<file path="config.mk">
export PLATFORM = sky130hd
export DESIGN_NAME = lcd_bus_ctrl
export DESIGN_NICKNAME = d
export VERILOG_FILES = /design/src/rtl/lcd_bus_ctrl.sv
export SDC_FILE = /design/constraint.sdc
export NUM_CORES = 1
export LEC_CHECK = 0
export ABC_AREA = 1
export CAP_MARGIN = 20
export CELL_PAD_IN_SITES_DETAIL_PLACEMENT = 0
export CELL_PAD_IN_SITES_GLOBAL_PLACEMENT = 1
export CORE_ASPECT_RATIO = 1.25
export CORE_MARGIN = 5
export CORE_UTILIZATION = 30
export CTS_CLUSTER_SIZE = 20
export DETAILED_ROUTE_END_ITERATION = 16
export PLACE_DENSITY_LB_ADDON = 0.1
export SLEW_MARGIN = 20
export SYNTH_ARGS = -nofsm -noshare
export SYNTH_HDL_FRONTEND = slang
export SYNTH_SLANG_ARGS = --single-unit
export TNS_END_PERCENT = 5
</file>
<file path="constraint.sdc">
create_clock -name pclk -period 2.1 [get_ports pclk]
set_input_delay 0.42 -clock pclk [delete_from_list [all_inputs] [get_ports pclk]]
set_output_delay 0.42 -clock pclk [all_outputs]
set_load 0.05 [all_outputs]
</file>
<file path="src/rtl/lcd_bus_ctrl.sv">
// Sequencer for a 16-bit 8080-style LCD bus: panel power-up reset, then single
// command/data write or read strobe cycles driven from a valid/ready request port.
module lcd_bus_ctrl #(
    parameter int unsigned T_WR_LO    = 2,
    parameter int unsigned T_WR_HI    = 2,
    parameter int unsigned T_RD_LO    = 6,
    parameter int unsigned T_RD_HI    = 4,
    parameter int unsigned T_RST_LO   = 10,
    parameter int unsigned T_RST_WAIT = 120,
    parameter int unsigned CW         = 8
) (
    input  logic        pclk,
    input  logic        prst,
    input  logic        req_valid,
    output logic        req_ready,
    input  logic        req_rs,
    input  logic        req_rd,
    input  logic [15:0] req_wdata,
    output logic        rsp_valid,
    output logic [15:0] rsp_rdata,
    input  logic        hw_reset_req,
    input  logic        blk_en,
    output logic        busy,
    output logic        lcd_blk,
    output logic        lcd_cs,
    output logic        lcd_rs,
    output logic        lcd_wr,
    output logic        lcd_rd,
    output logic        lcd_rst,
    output logic [15:0] lcd_dout,
    output logic        lcd_doe,
    input  logic [15:0] lcd_din
);

    typedef enum logic [2:0] {
        INIT_RST,
        RST_WAIT,
        IDLE,
        SETUP,
        STB_LO,
        STB_HI
    } state_t;

    // Zero-length phases are stretched to one cycle so every phase is observable.
    localparam logic [CW-1:0] WR_LO_E    = (T_WR_LO    == 0) ? CW'(1) : CW'(T_WR_LO);
    localparam logic [CW-1:0] WR_HI_E    = (T_WR_HI    == 0) ? CW'(1) : CW'(T_WR_HI);
    localparam logic [CW-1:0] RD_LO_E    = (T_RD_LO    == 0) ? CW'(1) : CW'(T_RD_LO);
    localparam logic [CW-1:0] RD_HI_E    = (T_RD_HI    == 0) ? CW'(1) : CW'(T_RD_HI);
    localparam logic [CW-1:0] RST_LO_E   = (T_RST_LO   == 0) ? CW'(1) : CW'(T_RST_LO);
    localparam logic [CW-1:0] RST_WAIT_E = (T_RST_WAIT == 0) ? CW'(1) : CW'(T_RST_WAIT);

    state_t        state, nstate;
    logic [CW-1:0] timer, ntimer;
    logic          rd_q;
    logic          accept;
    logic          txn_rd;
    logic          in_txn;
    logic          sample;
    logic [CW-1:0] lo_len, hi_len;

    always_comb begin
        nstate = state;
        ntimer = timer + CW'(1);
        accept = 1'b0;
        lo_len = rd_q ? RD_LO_E : WR_LO_E;
        hi_len = rd_q ? RD_HI_E : WR_HI_E;
        case (state)
            INIT_RST: begin
                if (timer >= RST_LO_E) begin
                    nstate = RST_WAIT;
                    ntimer = CW'(1);
                end
            end
            RST_WAIT: begin
                if (timer >= RST_WAIT_E) begin
                    nstate = IDLE;
                    ntimer = '0;
                end
            end
            IDLE: begin
                ntimer = '0;
                if (hw_reset_req) begin
                    nstate = INIT_RST;
                    ntimer = CW'(1);
                end else if (req_valid && req_ready) begin
                    accept = 1'b1;
                    nstate = SETUP;
                end
            end
            SETUP: begin
                nstate = STB_LO;
                ntimer = CW'(1);
            end
            STB_LO: begin
                if (timer >= lo_len) begin
                    nstate = STB_HI;
                    ntimer = CW'(1);
                end
            end
            STB_HI: begin
                if (timer >= hi_len) begin
                    nstate = IDLE;
                    ntimer = '0;
                end
            end
            default: begin
                nstate = INIT_RST;
                ntimer = '0;
            end
        endcase
    end

    // Outputs are registered from the next state; on the accept edge the
    // direction comes straight from the request since rd_q is not yet loaded.
    always_comb begin
        txn_rd = accept ? req_rd : rd_q;
        in_txn = (nstate == SETUP) || (nstate == STB_LO) || (nstate == STB_HI);
        sample = rd_q && (state == STB_LO) && (nstate == STB_HI);
    end

    always_ff @(posedge pclk) begin
        if (prst) begin
            state     <= INIT_RST;
            timer     <= '0;
            rd_q      <= 1'b0;
            lcd_cs    <= 1'b1;
            lcd_wr    <= 1'b1;
            lcd_rd    <= 1'b1;
            lcd_rs    <= 1'b1;
            lcd_rst   <= 1'b0;
            lcd_dout  <= '0;
            lcd_doe   <= 1'b0;
            req_ready <= 1'b0;
            rsp_valid <= 1'b0;
            rsp_rdata <= '0;
            busy      <= 1'b1;
        end else begin
            state <= nstate;
            timer <= ntimer;
            if (accept) begin
                rd_q   <= req_rd;
                lcd_rs <= req_rs;
                if (!req_rd) begin
                    lcd_dout <= req_wdata;
                end
            end
            lcd_cs    <= !in_txn;
            lcd_wr    <= !((nstate == STB_LO) && !txn_rd);
            lcd_rd    <= !((nstate == STB_LO) && txn_rd);
            lcd_doe   <= in_txn && !txn_rd;
            lcd_rst   <= (nstate != INIT_RST);
            req_ready <= (nstate == IDLE);
            busy      <= (nstate != IDLE);
            rsp_valid <= sample;
            if (sample) begin
                rsp_rdata <= lcd_din;
            end
        end
    end

    always_ff @(posedge pclk) begin
        if (prst) begin
            lcd_blk <= 1'b0;
        end else begin
            lcd_blk <= blk_en;
        end
    end

endmodule

</file>
# Word level (Yosys, flattened, before mapping)
# Cells that the tools add are included.
# word_totals
reg_bits	54
inputBits	39
output_inout_bits	42
wordCells	65
# op_classes
n_addsub	1
order_cmp	4
eq_ne	10
n_mux	19
n_bitwise	1
reduce_logical	15
# ops
operator	count
$pmux 8 s6	1
$mux 8	4
$mux 3	8
$pmux 3 s6	1
$ge 8x3->1	2
$eq 3x2->1 const B	4
$eq 3x3->1 const B	4
$add 8x1->8 const B	1
$ge 8x4->1 const B	1
$ge 8x7->1 const B	1
$logic_and 1x1->1	6
$mux 1	5
$logic_not 1->1	4
$eq 3x1->1 const B	1
$logic_not 3->1	1
$ne 3x2->1 const B	1
$reduce_bool 3->1	1
$logic_or 1x1->1	2
$reduce_and 2->1	1
$not 1->1	1

# Depth between registers and ports, before layout
# logic_depth
ltp_word	8
ltp_mapped	11
depth_no_buf	11

# Worst setup path after synthesis
# OpenSTA, ideal clock, no wires.
# synth_timing
path_type	register to register
startpoint	register req_ready
endpoint	register lcd_dout[10]
setup_time_ns	0.116
arrival_time_ns	1.465
required_ns	1.984
path_slack_ns	0.519
stages_incl_launch_ff	9
n_path_buf	1
synth_period_minus_slack_ns	1.581
path_cell_list	dfxtp_1 > nand2_1 > nor2_1 > nand2_2 > nor2_4 > inv_2 > buf_4 > nor2_1 > nor2_1
# synth_between
elab_chain_cells	5
# synth_lines
element	line	text
start: declaration	15	output logic req_ready,
start signal: assignment	152	req_ready <= (nstate == IDLE);
$logic_and 1x1->1	85	end else if (req_valid && req_ready) begin
$mux 1	85	
$mux 1	82	if (hw_reset_req) begin
$mux 1	67	case (state)
$reduce_and 2->1 (no line)	--	
end signal: assignment	144	lcd_dout <= req_wdata;
end: declaration	30	output logic [15:0] lcd_dout,
# No other way between the ends.
# A chain may end at the register's enable or synchronous reset.

# Final worst setup path
# layout_timing
startpoint	register lcd_dout[2]
endpoint	output port lcd_dout[2]
# No word-level cell between the ends.

==> run metrics <==
Starting Density=31.0%; wire per inst=12.3 microns; initial antenna violation count=0; Rows=36; yosys warns=0; Crit path largest cell delay=0.82 ns; period utilization=90.6%; Synth Area in Adders=between 2 and 2.5%; crit path capture type=output pin; core area=7840 sq um; routability cong.=around 0.76; Mean Syn Cell Area=7.58 sq um; relative slew slack=63.8%; Max VDD drop=roughly 0.25 mV; Total Wirelength=6.12 mm; Design Power=1.88 mW; Switching Power=0.469 mW; vias per cell=4.33; Fin. Hold Viols=0; Worst R2R Setup Slack=~0.32 ns; Die X=approximately 90 microns; DRT antenna net count=0; grt ovf=0; Buffers & Inverters on Critical Path=1; pin count of the biggest net entering global routing=36; EDFF count, synth=0; register area share after synthesis=~44%; Synth Area in XOR/XNOR=1.80%; register share of total power=55.7%; Synth Area in Compound Gates=under 10%; Netlist cell types=27; Reg clk slew, reported paths=0.09 ns; Filler Cells Inserted=around 850; CP max-delay cell=clkdlybuf4s50_1; max-slew violations=0; status=complete, no violations; Post-CTS Hold Fix Bufs=0; setup TNS=0 ns; Setup CP Type=flip-flop to output pin; ys async rst share=0%; largest family of logic cells by synthesized area=simple AND/OR/NAND/NOR gates; commonest non-fill, non-tap cell in the layout=clkdlybuf4s50_1; CP arrival=1.48 ns; CTS Buf Count=5; post-synth top area cell=dfxtp_1; post-synthesis instance total=321; Final setup viols=0; CP max FO=2; H-Tree Depth=2; RSZ-0062 raised after global routing=false; post-CTS setup buffer count=0; CTS root buf=clkbuf_8; Synth area leaders=dfxtp_1, nor2_1, nand2_1, inv_1, nand3_2; die height=111 microns; crit-path cells=clkdlybuf4s50_1; initial drt markers=111; area grow syn2layout=40.5%; Final nets=roughly 450; Max Cap Viol=0; most frequent cells in the layout=clkdlybuf4s50_1, nor2_1, dfxtp_1; routed via count=2157; Net Sw Frac=24.9%; clk_lat worst skew=0.30 ns; # DRC=0; clock skew=0.00526 ns; gr usage total=12.5%; post-synth top area share=44.4%; Leakage=between 1 and 1.5 nW; fmax=525 MHz; I/O pins=81; first-pass GRT wire length=10.4 mm; die footprint=10000 sq um; Power Dens Cells=551 nW/um^2; measured slew at the worst slew-check pin=0.542 ns; Final Instance Area=3420 sq um; dpl cell area=between 3000 and 4000 sq um; post-synthesis simple-gate area fraction=32.7%; I/O Buffers=80; layout cells sized above 1=~11%; main flop type after synthesis=dfxtp_1; Hold Path Class=flip-flop to flip-flop; Internal Power=1.42 mW; minimum clock period=1.90 ns; HPWL Detailed=4.49 mm; post-synthesis sequential element count=54; Synth Net Count=364; vias in the first global route=around 2100; ANT cells=0; Post-CTS Resized=0; Pre-antenna DRT Iters=4; clk sinks=54; CTS Buffer Depth=2; CTS tree=built; WP data required=1.68 ns; cell area after synthesis=2430 sq um; mux contribution to synthesized area=0%; Worst path top cell family by delay=buffers and inverters; Comb power frac=between 10% and 20%; clock share of power=about a third; CP Launch Type=flip-flop
[cells in the mapped netlist (2+ instances only)]
library cell / count
nand2_1: 50
clkbuf_1: 2
dfxtp_1: 54
xor2_1: 3
a21oi_1: 21
nand3_1: 14
nand3_2: 13
nor2_4: 3
inv_1: 36
nand2_2: 4
o21ai_0: 18
inv_2: 4
buf_6: 4
nor2_1: 70
buf_2: 6
nor2_2: 3
xnor2_1: 2
ha_1: 4
nand4_1: 2
[power groups by stage]
stage | sequential (mW) | combinational [mW] | clock, mW
floorplan | 1.09 | 0.101 | 0
global placement | 1.07 | 0.233 | 0
detailed placement | 1.07 | 0.233 | 0
CTS | 1.05 | 0.234 | 0.638
global route | 1.05 | 0.257 | 0.682
finish | 1.05 | 0.230 | 0.606
[layout make-up]
type	count	area (sq um)	share of cell area, %
clock inverter	1	5.00	0.146
tap	95	119	3.48
clock buffer	7	86.3	2.53
sequential	54	1080	31.6
multi-input combinational	214	1110	32.5
inverter	40	150	4.39
timing repair buffer	87	866	25.3
[logic make-up after synthesis]
logic type               after synthesis
buffers and inverters                 53
AO/OA/AOI/OAI                         41
adder cells (fa/ha/maj)                4
other                                  1
AND/OR/NAND/NOR                      163
flip-flops                            54
XOR/XNOR                               5
[sequential cells by signal, summed over array words and instances (netlist names)]
register,cells
rsp_rdata,16
rd_q,1
req_ready,1
lcd_doe,1
lcd_dout,16
lcd_cs,1
lcd_blk,1
lcd_rst,1
timer,8
lcd_rs,1
lcd_wr,1
state,3
rsp_valid,1
busy,1
lcd_rd,1
[metal layers]
layer  global-route usage (%)  wire length [microns]  up-vias
li1                         -                      -     1154
met1                     15.1                   2720      943
met2                     21.0                   2850       54
met3                     3.73                    457        6
met4                     4.17                     94        0
met5                        0                      0        -
[final timing paths]
check | start | end | depth (start not counted)
setup / recovery | lcd_dout[2] | lcd_dout[2] | 1
hold / removal | lcd_rs | lcd_rs | 2
setup reg to reg | timer[1] | rsp_rdata[7] | 11
hold reg to reg | lcd_rs | lcd_rs | 2
[metrics by stage]
stage               instances  utilization (%)  setup slack, ns  hold slack [ns]
finish                    498             43.6            0.197            0.472
CTS                       498             43.6            0.171            0.472
global route              498             43.6            0.136            0.504
detailed placement        490             42.4            0.242            0.448
floorplan                 321                -            0.519            0.522
global placement          490             42.4            0.266            0.456
Note: power is estimated with default switching activity, not from simulation.
